$ cat config.mk
export PLATFORM = sky130hd
export DESIGN_NAME = nes_controller_emulator
export DESIGN_NICKNAME = d
export VERILOG_FILES = /design/src/rtl/nes_pkg.sv /design/src/rtl/nes_controller_emulator_sync_edge_det.sv /design/src/rtl/nes_controller_emulator.sv
export SDC_FILE = /design/constraint.sdc
export NUM_CORES = 1
export LEC_CHECK = 0
export BUFFER_PORTS_ARGS = -buffer_cell sky130_fd_sc_hd__buf_2
export CORE_MARGIN = 10
export CORE_UTILIZATION = 50
export CTS_BUF_LIST = sky130_fd_sc_hd__clkbuf_4 sky130_fd_sc_hd__clkbuf_8
export CTS_CLUSTER_SIZE = 20
export DETAILED_ROUTE_END_ITERATION = 7
export PLACE_DENSITY = 0.75
export SETUP_SLACK_MARGIN = 0.02
export SYNTH_ARGS = -nofsm -noshare
export SYNTH_HDL_FRONTEND = slang
export SYNTH_SLANG_ARGS = --single-unit
$ cat constraint.sdc
create_clock -name i_clk -period 1.9 [get_ports i_clk]
set_input_delay 0.38 -clock i_clk [delete_from_list [all_inputs] [get_ports i_clk]]
set_output_delay 0.38 -clock i_clk [all_outputs]
set_load 0.03 [all_outputs]
$ cat src/rtl/nes_pkg.sv
// Shared definitions for the NES pad emulator and the host-side reader:
// FSM state encodings, button bit positions and the pad image helper.
package nes_pkg;

  typedef enum logic [1:0] {
    IDLE  = 2'd0,
    LOAD  = 2'd1,
    SHIFT = 2'd2
  } state_t;

  localparam int NUM_BITS = 8;

  // Serial bit order on the wire, bit 0 first.
  localparam int BTN_A      = 0;
  localparam int BTN_B      = 1;
  localparam int BTN_SELECT = 2;
  localparam int BTN_START  = 3;
  localparam int BTN_UP     = 4;
  localparam int BTN_DOWN   = 5;
  localparam int BTN_LEFT   = 6;
  localparam int BTN_RIGHT  = 7;

  // The pad line is active-low: a pressed button is sent as 0.
  function automatic logic [NUM_BITS-1:0] pad_image(input logic [NUM_BITS-1:0] pressed);
    return ~pressed;
  endfunction

endpackage

$ cat src/rtl/nes_controller_emulator_sync_edge_det.sv
// Brings one asynchronous host pin into the clk domain and produces the
// synchronized level plus one-clk rise/fall strobes.
module sync_edge_det #(
  parameter int SYNC_STAGES = 2
) (
  input  logic i_clk,
  input  logic i_reset,
  input  logic i_async,
  output logic o_level,
  output logic o_rise,
  output logic o_fall
);

  logic [SYNC_STAGES-1:0] r_sync;
  logic                   r_prev;

  // Synchronizer chain followed by one flop holding the previous level.
  always_ff @(posedge i_clk) begin
    if (i_reset) begin
      r_sync <= '0;
      r_prev <= 1'b0;
    end else begin
      // NOTE: non-blocking assignments make every flop sample the old value,
      // so the chain really delays by one clk per stage.
      r_sync <= {r_sync[SYNC_STAGES-2:0], i_async};
      r_prev <= r_sync[SYNC_STAGES-1];
    end
  end

  assign o_level = r_sync[SYNC_STAGES-1];
  assign o_rise  = r_sync[SYNC_STAGES-1] & ~r_prev;
  assign o_fall  = ~r_sync[SYNC_STAGES-1] & r_prev;

endmodule

$ cat src/rtl/nes_controller_emulator.sv
// Device-side NES game pad: answers the host's latch / nes_clk with the
// active-low serial button image, like the 4021 shift register in a real pad.
module nes_controller_emulator
  import nes_pkg::*;
#(
  parameter int SYNC_STAGES    = 2,
  parameter int TIMEOUT_CYCLES = 2_000_000
) (
  input  logic i_clk,
  input  logic i_reset,
  input  logic i_latch_in,
  input  logic i_nes_clk_in,
  input  logic i_a,
  input  logic i_b,
  input  logic i_select,
  input  logic i_start,
  input  logic i_up,
  input  logic i_down,
  input  logic i_left,
  input  logic i_right,
  output logic o_data,
  output logic o_frame_done,
  output logic o_host_active
);

  localparam int             TW      = $clog2(TIMEOUT_CYCLES);
  localparam logic [TW-1:0]  TO_MAX  = TW'(TIMEOUT_CYCLES - 1);
  localparam logic [3:0]     CNT_MAX = 4'(NUM_BITS);
  localparam logic [3:0]     CNT_END = 4'(NUM_BITS - 2);

  logic                w_latch_level, w_latch_rise, w_latch_fall;
  logic                w_nclk_level, w_nclk_rise, w_nclk_fall;
  logic                w_unused_ok;
  logic [NUM_BITS-1:0] w_buttons, w_image;
  logic                w_timeout;

  state_t              r_state, w_state_nxt;
  logic [NUM_BITS-1:0] r_shift_reg, w_shift_nxt;
  logic [3:0]          r_bit_cnt, w_cnt_nxt;
  logic                r_frame_done, w_fd_nxt;
  logic                r_host_active;
  logic [TW-1:0]       r_to_cnt;

  sync_edge_det #(.SYNC_STAGES(SYNC_STAGES)) u_latch_sync (
    .i_clk   (i_clk),
    .i_reset (i_reset),
    .i_async (i_latch_in),
    .o_level (w_latch_level),
    .o_rise  (w_latch_rise),
    .o_fall  (w_latch_fall)
  );

  sync_edge_det #(.SYNC_STAGES(SYNC_STAGES)) u_nclk_sync (
    .i_clk   (i_clk),
    .i_reset (i_reset),
    .i_async (i_nes_clk_in),
    .o_level (w_nclk_level),
    .o_rise  (w_nclk_rise),
    .o_fall  (w_nclk_fall)
  );

  // Only the nes_clk rise matters; its level and fall are deliberately dropped.
  assign w_unused_ok = &{1'b0, w_nclk_level, w_nclk_fall};

  assign w_buttons[BTN_A]      = i_a;
  assign w_buttons[BTN_B]      = i_b;
  assign w_buttons[BTN_SELECT] = i_select;
  assign w_buttons[BTN_START]  = i_start;
  assign w_buttons[BTN_UP]     = i_up;
  assign w_buttons[BTN_DOWN]   = i_down;
  assign w_buttons[BTN_LEFT]   = i_left;
  assign w_buttons[BTN_RIGHT]  = i_right;
  assign w_image               = pad_image(w_buttons);

  assign w_timeout = (r_to_cnt == TO_MAX);

  // Next-state, shift register and frame_done; a latch rise beats everything.
  always_comb begin
    // NOTE: every output gets a default first so no path leaves it unassigned
    // and no latch is inferred.
    w_state_nxt = r_state;
    w_shift_nxt = r_shift_reg;
    w_cnt_nxt   = r_bit_cnt;
    w_fd_nxt    = 1'b0;
    if (w_latch_rise) begin
      w_state_nxt = LOAD;
      w_shift_nxt = w_image;
    end else if (w_timeout) begin
      w_state_nxt = IDLE;
      w_shift_nxt = '1;
      w_cnt_nxt   = '0;
    end else begin
      case (r_state)
        IDLE: ;
        LOAD: begin
          if (w_latch_fall) begin
            w_state_nxt = SHIFT;
            w_cnt_nxt   = '0;
          end else if (w_latch_level) begin
            w_shift_nxt = w_image;
          end
        end
        SHIFT: begin
          if (w_nclk_rise) begin
            w_shift_nxt = {1'b1, r_shift_reg[NUM_BITS-1:1]};
            if (r_bit_cnt != CNT_MAX) w_cnt_nxt = r_bit_cnt + 4'd1;
            if (r_bit_cnt == CNT_END) w_fd_nxt = 1'b1;
          end
        end
        default: begin
          w_state_nxt = IDLE;
          w_shift_nxt = '1;
          w_cnt_nxt   = '0;
        end
      endcase
    end
  end

  // State and datapath registers; data is taken straight from shift_reg[0].
  always_ff @(posedge i_clk) begin
    if (i_reset) begin
      r_state      <= IDLE;
      r_shift_reg  <= '1;
      r_bit_cnt    <= '0;
      r_frame_done <= 1'b0;
    end else begin
      r_state      <= w_state_nxt;
      r_shift_reg  <= w_shift_nxt;
      r_bit_cnt    <= w_cnt_nxt;
      r_frame_done <= w_fd_nxt;
    end
  end

  // Host-presence watchdog: cleared by each latch rise, saturates at the limit.
  always_ff @(posedge i_clk) begin
    if (i_reset) begin
      r_to_cnt      <= '0;
      r_host_active <= 1'b0;
    end else if (w_latch_rise) begin
      r_to_cnt      <= '0;
      r_host_active <= 1'b1;
    end else begin
      if (!w_timeout) r_to_cnt <= r_to_cnt + TW'(1);
      if (w_timeout)  r_host_active <= 1'b0;
    end
  end

  assign o_data        = r_shift_reg[0];
  assign o_frame_done  = r_frame_done;
  assign o_host_active = r_host_active;

endmodule
==> run summary <==
Status: finished clean
Final Util: 58.76%
Post-route ant nets: 0
Initial core utilization: 53.03%
Worst Hold Depth: 2
First-pass GRT wire length: 7596 um
Adder-cell share of the synthesized area: 5.774%
Max incr delay on CP: 350 ps
Final Hold Fails: 0
Congestion Overflow GR: 0
Slowest cell on the critical path: dfxtp_1
CP Class: reg -> reg
Chip width: 85.84 um
Final setup violation count: 0
Fill cells: 387
P_leak: 0.9077 nW
Worst Path Max Fanout: 9
WP buf/inv: 1
Critical Path Sink Type: flop
Gpl congestion: 0.7981
Critical path data arrival time: 1980 ps
Mapped Avg Cell Area: 8.774 um^2
Die H: 85.84 um
Clk sinks: 43
Stages on worst setup path: 6
Hold buffer count at CTS: 0
Power Density: 697.1 nW/um^2
Synth cell types: 45
Nets@finish: 291
Register area: 860.8 um^2
Top-area cell type share of the netlist area: 39.72%
Routed len/inst: 13.71 um
CTS max path bufs: 2
Post-DP Area: 2295 um^2
Top-level port count: 15
Largest family of logic cells by synthesized area: simple AND/OR/NAND/NOR gates
1st-pass router iterations: 4
Internal reg-to-reg setup slack: 110 ps
Vias per cell: 5.571
Final instance area: 2401 um^2
Complex-gate fraction of the synthesized area: 17.32%
CTS tree: done
Worst Hold Launch: i_nes_clk_in
Synth warnings: 0
Synth async-reset ratio: 0%
Proportion of layout cells with a drive suffix above 1: 18.22%
Syn-to-layout area delta: 10.80%
CTS Buf Count: 5
Largest net degree at the start of global routing: 21
Number of flops mapped to enable cells by yosys: 0
Worst min-delay path class: in -> reg
N_diodes: 0
DRC errors left: 0
XOR/XNOR share of the synthesized area: 5.658%
Number of setup buffers added after CTS: 0
Register bit count reported by yosys: 43
Startpoint Class: flop
Die area: 7368 um^2
Syn Nets: 269
Min-Delay Endpoint: u_nclk_sync.r_sync[0]
Post-Syn Area: 2167 um^2
Resized cells post-CTS: 1
Clock root cell: clkbuf_8
Top cells by area, synth: dfxtp_1, ha_1, o21ai_0
Fin Clk Skew: 6.463 ps
Seq/Total Area, Yosys: 39.72%
WP data required: 2080 ps
Insertion delay to the later sink of the worst-skew pair: 290 ps
Peak VDD IR: 0.3430 mV
RSZ-0062 raised after global routing: yes
Fin crit period: 1793 ps
Worst reg2reg path startpoint: r_state[1]
Worst path top cell family by delay: compound AO/OA/AOI/OAI gates
Post-Synthesis Cells: 247
Routed via count: 1777
Initial antenna violation count: 0
Vias in the first global route: 1751
Worst Max-Slew Pin Slew: 421.0 ps
Final Cycle Share: 94.37%
Critical-path cell list: inv_1 -> ha_1 -> a221oi_2 -> o21ai_2 -> and2_4 -> a221o_1
Max-Cap Viols: 0
Iteration-0 DRC Markers: 79
DP Wirelength: 3180 um
Multi-input gate area: 1211 um^2
Final WL: 4372 um
H-tree depth: 2
Tot GR Track Use: 12.20%
Reg2Reg Capture Point: r_shift_reg[4]
Worst Reg-to-Reg Cells: 6
Fmax achieved: 557.7 MHz
Largest area contributor in the netlist: dfxtp_1
Max-slew violation count: 0
Number of port buffers: 14
Core Area: 4086 um^2
Ys flop type: dfxtp_1
# rows: 23
Max FFs per register: 21
Post-synthesis mux area share: 0.4619%
Simple-Gate Fraction of Synth Area: 25.81%
Worst relative slew slack: 71.72%
Clock-pin slew on the worst setup and hold paths: 80 ps
cells in the final DEF, fill, tap and decap left out, types with 2 or more instances in the layout:
cell type | Yosys | routed
a21oi_1 | 19 | 18
a221o_1 | 7 | 7
a31oi_1 | 3 | 3
and2_1 | 2 | 2
and3_1 | 5 | 5
and4_2 | 2 | 2
buf_2 | 0 | 14
buf_4 | 0 | 9
clkbuf_8 | 2 | 6
dfxtp_1 | 43 | 43
ha_1 | 10 | 9
inv_1 | 11 | 11
nand2_1 | 23 | 23
nand2b_1 | 3 | 3
nand3_1 | 9 | 9
nand4_1 | 6 | 6
nor2_1 | 24 | 24
nor2b_1 | 6 | 5
nor3_1 | 3 | 3
nor4b_2 | 2 | 2
o21ai_0 | 22 | 22
or2_2 | 2 | 2
or3_1 | 3 | 3
xnor2_1 | 7 | 7
xor2_1 | 7 | 7
power by group:
part / internal [mW] / total, mW / leakage, nW / switching (mW)
Combinational: 0.0651 / 0.149 / 0.511 / 0.0842
Clock: 0.285 / 0.577 / 0.0470 / 0.292
Sequential: 0.929 / 0.948 / 0.350 / 0.0185
area by class of cell:
| cell class | instances | area share [%] |
|---|---|---|
| flip-flops and latches | 43 | 35.85 |
| clock inverters | 1 | 0.2084 |
| multi-input cells | 185 | 50.44 |
| clock buffers | 6 | 3.439 |
| well taps | 50 | 2.606 |
| repair buffers | 23 | 5.732 |
| inverters | 11 | 1.720 |
Yosys cell counts (5+ instances only):
master	number
o21ai_0	22
and3_1	5
nand2_1	23
nand3_1	9
a221o_1	7
inv_1	11
nand4_1	6
xor2_1	7
dfxtp_1	43
xnor2_1	7
a21oi_1	19
nor2b_1	6
nor2_1	24
ha_1	10
stage by stage:
stage	setup slack, ps	instances	total power, mW	hold WS, ps	setup TNS [ps]
floorplan	91.32	247	1.072	413.8	0
global placement	84.47	312	1.110	417.7	0
detailed placement	-4.994	312	1.115	428.5	-19.97
CTS	34.29	319	1.696	291.7	0
global route	12.20	319	1.746	307.5	0
finish	106.9	319	1.674	299.4	0
layer usage:
metal / wire [um] / share of wire (%) / vias to the layer above / track usage [%]
met1: 2017 / 46 / 817 / 13.74
met3: 215 / 4.9 / 8 / 3.595
li1: - / - / 920 / -
met4: 72 / 1.6 / 0 / 4.790
met2: 2067 / 47 / 32 / 21.05
met5: 0 / 0 / - / 0
logic make-up (layout without fill, tap and decap cells):
kind of cell	count (synthesis)	count (layout)
and+or+nand+nor	99	99
xor gates and xnor gates	14	14
AOI/OAI and AO/OA	61	61
DFF	43	43
adders and majority gates	10	10
buffers and inverters	19	41
muxes	1	1
worst max path at each step:
stage | startpoint | end | slack, ps
floorplan | r_state[0] | r_shift_reg[0] | 90
global placement | r_state[1] | r_shift_reg[4] | 80
detailed placement | r_state[1] | r_shift_reg[0] | -5
CTS | r_state[1] | r_shift_reg[4] | 30
global route | r_to_cnt[0] | r_to_cnt[20] | 10
finish | r_state[1] | r_shift_reg[4] | 110
Power figures use the tool's default switching activity.
